`config.mk`:
```
export PLATFORM = sky130hd
export DESIGN_NAME = request_arbiter
export DESIGN_NICKNAME = d
export VERILOG_FILES = /design/src/rtl/request_arbiter.sv
export SDC_FILE = /design/constraint.sdc
export NUM_CORES = 1
export LEC_CHECK = 0
export ABC_AREA = 1
export CELL_PAD_IN_SITES_DETAIL_PLACEMENT = 1
export CELL_PAD_IN_SITES_GLOBAL_PLACEMENT = 1
export CORE_MARGIN = 8
export CORE_UTILIZATION = 36
export CTS_CLUSTER_DIAMETER = 100
export DETAILED_ROUTE_END_ITERATION = 6
export PLACE_DENSITY_LB_ADDON = 0.2
export SKIP_CTS_REPAIR_TIMING = 1
export SYNTH_ARGS = -nofsm -noshare
export SYNTH_HDL_FRONTEND = slang
export SYNTH_SLANG_ARGS = --single-unit
```
`constraint.sdc`:
```
create_clock -name clk -period 1.75 [get_ports clk]
set_clock_uncertainty 0.15 [all_clocks]
set_input_delay 0.4375 -clock clk [delete_from_list [all_inputs] [get_ports clk]]
set_output_delay 0.4375 -clock clk [all_outputs]
set_load 0.005 [all_outputs]
```
`src/rtl/request_arbiter.sv`:
```
// request_arbiter: upstream stage of the cache front end.
// Holds one AR, one AW and one W request, arbitrates read vs write
// round-robin and presents the winner as a packed 128-bit word on a
// one-entry registered valid/ready output.
module request_arbiter #(
  parameter logic FIRST_PRIO = 1'b0
) (
  input  logic         clk,
  input  logic         rst_n,
  input  logic         arvalid,
  output logic         arready,
  input  logic [31:0]  araddr,
  input  logic [3:0]   arid,
  input  logic [1:0]   arburst,
  input  logic [2:0]   arsize,
  input  logic [7:0]   arlen,
  input  logic         awvalid,
  output logic         awready,
  input  logic [31:0]  awaddr,
  input  logic [3:0]   awid,
  input  logic [1:0]   awburst,
  input  logic [2:0]   awsize,
  input  logic [7:0]   awlen,
  input  logic         wvalid,
  output logic         wready,
  input  logic [63:0]  wdata,
  input  logic [7:0]   wstrb,
  output logic         result_valid,
  input  logic         result_ready,
  output logic [127:0] result_arb,
  output logic         read_or_write
);

  logic        ar_full;
  logic [31:0] ar_addr;
  logic [3:0]  ar_id;
  logic [1:0]  ar_burst;
  logic [2:0]  ar_size;
  logic [7:0]  ar_len;

  logic        aw_full;
  logic [31:0] aw_addr;
  logic [3:0]  aw_id;
  logic [1:0]  aw_burst;
  logic [2:0]  aw_size;
  logic [7:0]  aw_len;

  logic        w_full;
  logic [63:0] w_data;
  logic [7:0]  w_strb;

  // last_grant: 0 = read won the previous load, 1 = write did
  logic        last_grant;

  logic         read_elig;
  logic         write_elig;
  logic         out_free;
  logic         load;
  logic         grant_write;
  logic [127:0] read_word;
  logic [127:0] write_word;

  // Ready depends only on the holding flags, so a slot is never refilled
  // in the same cycle it drains.
  assign arready = !ar_full;
  assign awready = !aw_full;
  assign wready  = !w_full;

  // Eligibility, round-robin grant and packing of both candidate words.
  always_comb begin
    read_elig   = ar_full;
    write_elig  = aw_full && w_full;
    out_free    = !result_valid || result_ready;
    load        = out_free && (read_elig || write_elig);
    grant_write = write_elig && (!read_elig || !last_grant);
    read_word   = {79'd0, ar_addr, ar_id, ar_burst, ar_size, ar_len};
    write_word  = {7'd0, aw_addr, aw_id, aw_burst, aw_size, aw_len,
                   w_data, w_strb};
  end

  // AR holding register: capture on handshake, drain when read is granted.
  always_ff @(posedge clk or negedge rst_n) begin
    if (!rst_n) begin
      ar_full  <= 1'b0;
      ar_addr  <= '0;
      ar_id    <= '0;
      ar_burst <= '0;
      ar_size  <= '0;
      ar_len   <= '0;
    end else if (arvalid && arready) begin
      ar_full  <= 1'b1;
      ar_addr  <= araddr;
      ar_id    <= arid;
      ar_burst <= arburst;
      ar_size  <= arsize;
      ar_len   <= arlen;
    end else if (load && !grant_write) begin
      ar_full  <= 1'b0;
    end
  end

  // AW holding register: capture on handshake, drain when write is granted.
  always_ff @(posedge clk or negedge rst_n) begin
    if (!rst_n) begin
      aw_full  <= 1'b0;
      aw_addr  <= '0;
      aw_id    <= '0;
      aw_burst <= '0;
      aw_size  <= '0;
      aw_len   <= '0;
    end else if (awvalid && awready) begin
      aw_full  <= 1'b1;
      aw_addr  <= awaddr;
      aw_id    <= awid;
      aw_burst <= awburst;
      aw_size  <= awsize;
      aw_len   <= awlen;
    end else if (load && grant_write) begin
      aw_full  <= 1'b0;
    end
  end

  // W holding register: one beat paired with one AW, drained with it.
  always_ff @(posedge clk or negedge rst_n) begin
    if (!rst_n) begin
      w_full <= 1'b0;
      w_data <= '0;
      w_strb <= '0;
    end else if (wvalid && wready) begin
      w_full <= 1'b1;
      w_data <= wdata;
      w_strb <= wstrb;
    end else if (load && grant_write) begin
      w_full <= 1'b0;
    end
  end

  // Output register: load the winner when free, otherwise hold or empty.
  always_ff @(posedge clk or negedge rst_n) begin
    if (!rst_n) begin
      result_valid  <= 1'b0;
      result_arb    <= '0;
      read_or_write <= 1'b0;
      last_grant    <= !FIRST_PRIO;
    end else if (load) begin
      result_valid  <= 1'b1;
      result_arb    <= grant_write ? write_word : read_word;
      read_or_write <= grant_write;
      last_grant    <= grant_write;
    end else if (out_free) begin
      result_valid  <= 1'b0;
    end
  end

endmodule

```
# ---- After elaboration in Yosys (flattened, before gate mapping)
# Index checks and enable logic that the tools add are counted.
# Widths: inputs -> output; s select.
dict set report classes {
  mux 8
  n_reduce_logical 21
}
# operator count
set op_table {}
lappend op_table {{$mux 121} 1}
lappend op_table {{$logic_and 1x1->1} 8}
lappend op_table {{$reduce_bool 2->1} 4}
lappend op_table {{$mux 1} 7}
lappend op_table {{$logic_not 1->1} 6}
lappend op_table {{$logic_or 1x1->1} 3}
dict set report word_totals {
  register_bits 304
  elab_cells 48
  in_bits 176
}

# ---- Logic depth before layout (Yosys ltp)
# Gate-level depths: netlist of run 1.
dict set report depth {
  ltp_word 7
  ltp_mapped 8
  mapped_depth_nobuf 7
}

# ---- Worst setup path before layout of run 1
# No wires, ideal clock.
dict set report synth_path {
  kind {register to register}
  startpoint {register last_grant}
  endpoint {register result_arb[39]}
  setup_ns 0.117
  required_ns 1.483
  setup_slack_ns 0.362
  path_stages_with_launch 8
  synth_period_minus_slack_ns 1.388
  arrival_time_ns 1.122
  n_path_buf 2
  cell_sequence {dfstp_2 > nand2_2 > buf_4 > buf_2 > nand3_1 > nand2_1 > nand2_1 > nand2_1}
}
dict set report synth_between {
  elab_chain_cells 4
}
# element line_no
set synth_lines {}
lappend synth_lines {{start: declaration} 53} ;# logic last_grant;
lappend synth_lines {{start signal: assignment} 144} ;# last_grant <= !FIRST_PRIO;
lappend synth_lines {{start signal: assignment} 149} ;# last_grant <= grant_write;
lappend synth_lines {{$logic_not 1->1} 75} ;# grant_write = write_elig && (!read_elig || !last_grant);
lappend synth_lines {{$logic_or 1x1->1} 75}
lappend synth_lines {{$logic_and 1x1->1} 75}
lappend synth_lines {{$mux 121} 147} ;# result_arb <= grant_write ? write_word : read_word;
lappend synth_lines {{end signal: assignment} 147}
lappend synth_lines {{end: declaration} 30} ;# output logic [127:0] result_arb,
# No other way between the ends.
# A chain may end at the register's enable or synchronous reset.

# ---- Worst setup path after layout of run 1
dict set report layout_path {
  startpoint {register ar_full}
  endpoint {output arready}
}
dict set report layout_between {
  elab_chain_cells 1
}
# element line_no
set layout_lines {}
lappend layout_lines {{start: declaration} 34} ;# logic ar_full;
lappend layout_lines {{start signal: assignment} 84} ;# ar_full <= 1'b0;
lappend layout_lines {{start signal: assignment} 91} ;# ar_full <= 1'b1;
lappend layout_lines {{start signal: assignment} 98} ;# ar_full <= 1'b0;
lappend layout_lines {{$logic_not 1->1} 65} ;# assign arready = !ar_full;
lappend layout_lines {{end: declaration} 11} ;# output logic arready,
# No other way between the ends.

==> results_dict.tcl, run 1 <==
set metrics [dict create \
    syn-cell-area_sq_mm 0.0122 \
    insertion_delay_ps 500 \
    cts_buffer_depth 3 \
    totalWireLength_mm 42.4 \
    grt_max_degree 64 \
    antenna_found_initial 3 \
    cp-end-kind "output pin" \
    start_util 0.364 \
    min_path_cells 3 \
    place_hpwl_mm 28.8 \
    finalPower_w 0.0311 \
    top_layer_used "met5" \
    ys_seq_area_frac 0.611 \
    core_sq_mm 0.0334 \
    layout_common_cells "nand2_1 (812), dfrtp_1 (296), nand3_1 (219)" \
    hold_path_startpoint "awvalid" \
    ios 309 \
    swShare 0.373 \
    wl_met3_mm 2.84 \
    utilization 0.521 \
    grt_first_pass_wirelength_mm 66.2 \
    cp.arrival_ps 1160 \
    chipWidth_um 200 \
    final_layout_size_suffix_gt1_frac 0.0753 \
    synth.avg_cell_area_sq_um 8.40 \
    p_comb_frac 0.393 \
    synth_warnings 0 \
    tns_ps 0 \
    cap_violations 0 \
    vias 10900 \
    numCtsBuffers 35 \
    crit_required_ps 1160 \
    cts_tree "done" \
    report.final.hold_viol_count 0 \
    m1WireLength_mm 18.6 \
    ys_ff_latch 297 \
    nFillCells 3872 \
    p_per_area_mw_per_mm2 1790 \
    synth_top_area_frac 0.609 \
    rsz0062_at_grt "yes" \
    drc 0 \
    htree_levels 2 \
    worst_hold_slack_ps 129 \
    finalMaxSlewViolations 0 \
    ys_types 16 \
    grt_overflow_total 0 \
    worstReg2RegEnd "ar_addr[21]" \
    synth_area_leaders "dfrtp_1 (61%), nand2_1 (25%), nand3_1 (9.0%)" \
    clock_sinks 297 \
    post-route-min-period_ps 1740 \
    ir_worst_vdd_mv 0.968 \
    crit_type "reg -> out" \
    synthCells 1448 \
    grt_pass1_vias 11900 \
    p_clk_frac 0.224 \
    fmax_mhz 574 \
    min_path_type "in -> reg" \
    p_sw_w 0.0116 \
    drtAntennaViolNets 0 \
    p_seq_frac 0.384 \
    clk_pin_slew_ps 60 \
    finalSetupViolations 0 \
    reg2reg_slack_ps 90 \
    wl_per_cell_um 19.0 \
    via_per_inst 4.88 \
    nNetsFinal 1932 \
    r2r_start "ar_full" \
    reg2reg_depth 5 \
    drt_first_iter_violations 630 \
    grt_use_total 0.210 \
    startpoint_type "flop" \
    p_int_w 0.0195 \
    die_area_sq_mm 0.0399 \
    wl_met2_mm 20.2 \
    fin_crit_sh 0.996 \
    root_buffer "clkbuf_16" \
    drt_first_pass_iters 4 \
    hold_end "aw_addr[7]" \
    num_rows 67 \
    outcome "finished clean" \
    gp_congestion 0.796 \
    layout_commonest_cell "nand2_1" \
    crit_path_max_fanout 4 \
    syn2layout_area_growth_pct 43.3 \
    p_leak_nw 10.7 \
    yosysTopAreaCell "dfrtp_1" \
    io_buffers 301 \
    die_h_um 200 \
]
synth_stat cells, drive strengths merged:
library cell,instances
nand2,818
clkinv,1
conb,1
clkbuf,38
nand3,220
dfrtp,296
buf,65
inv,6
o21ai,2
dfstp,1
worst max path at each step:
stage / slack [ps] / startpoint / endpoint / cells after the start
CTS: -470 / ar_full / arready / 2
global route: -30 / ar_full / arready / 2
detailed placement: -330 / result_ready / result_arb[57] / 8
finish: 7 / ar_full / arready / 2
global placement: -290 / result_ready / result_arb[86] / 8
floorplan: 360 / last_grant / result_arb[39] / 7
per-stage QoR:
stage / area [sq um] / std cells / setup slack (ps)
after floorplan: 12200 / 1454 / 362
after global placement: 15900 / 2152 / -285
after detailed placement: 15900 / 2152 / -327
after CTS: 17000 / 2212 / -472
after global routing: 17400 / 2228 / -34.6
final: 17400 / 2228 / 7.15
critical path, cell delays in order, from the launching register on:
cell and delay [ps]:
dfrtp_1 430, inv_4 120, buf_6 100
per-layer routing:
layer  global-route usage  vias up
met5                    0        -
met4               0.0501        4
met1                0.276     5384
met2                0.344      282
met3               0.0540       61
li1                     -     5133
registers in the layout (all words and copies together), names as in the netlist:
| signal | flops |
|---|---|
| result_valid | 1 |
| ar_len | 8 |
| ar_addr | 32 |
| aw_size | 3 |
| aw_id | 4 |
| ar_size | 3 |
| aw_burst | 2 |
| read_or_write | 1 |
| w_data | 64 |
| aw_len | 8 |
| w_strb | 8 |
| aw_full | 1 |
| ar_id | 4 |
| last_grant | 1 |
| ar_full | 1 |
| aw_addr | 32 |
| ar_burst | 2 |
| w_full | 1 |
| result_arb | 121 |
power groups by stage:
stage | clock, W | sequential, W | combinational [W]
global route | 0.00743 | 0.0123 | 0.0138
floorplan | 0 | 0.0117 | 0.00634
CTS | 0.00715 | 0.0120 | 0.0127
finish | 0.00696 | 0.0119 | 0.0122
global placement | 0 | 0.0120 | 0.0122
detailed placement | 0 | 0.0120 | 0.0126
layout make-up:
cell class / instances / area (sq um) / share of cell area
Antenna cell: 1 / 2.50 / 0.000143
Clock buffer: 54 / 1040 / 0.0596
Clock inverter: 6 / 55.1 / 0.00316
Inverter: 7 / 28.8 / 0.00165
Multi-Input combinational cell: 1047 / 4250 / 0.244
Sequential cell: 297 / 7430 / 0.426
Tap cell: 448 / 561 / 0.0321
Timing Repair Buffer: 368 / 4070 / 0.234
cell families after synthesis:
| kind of cell | share of synthesized area |
|---|---|
| and+or+nand+nor | 0.344 |
| DFF | 0.611 |
| buffers and inverters | 0.0445 |
| AOI/OAI and AO/OA | 0.000822 |
| other | 0.000308 |
(Power assumes the default switching activity.)
==> run 2, diff against run 1 <==
--- a/config.mk
+++ b/config.mk
@@ -6,6 +6,7 @@
 export NUM_CORES = 1
 export LEC_CHECK = 0
 export ABC_AREA = 1
+export CAP_MARGIN = 20
 export CELL_PAD_IN_SITES_DETAIL_PLACEMENT = 1
 export CELL_PAD_IN_SITES_GLOBAL_PLACEMENT = 1
 export CORE_MARGIN = 8
==> results of run 2 <==
The final DEF is identical to that of run 1; final timing and power are the same.
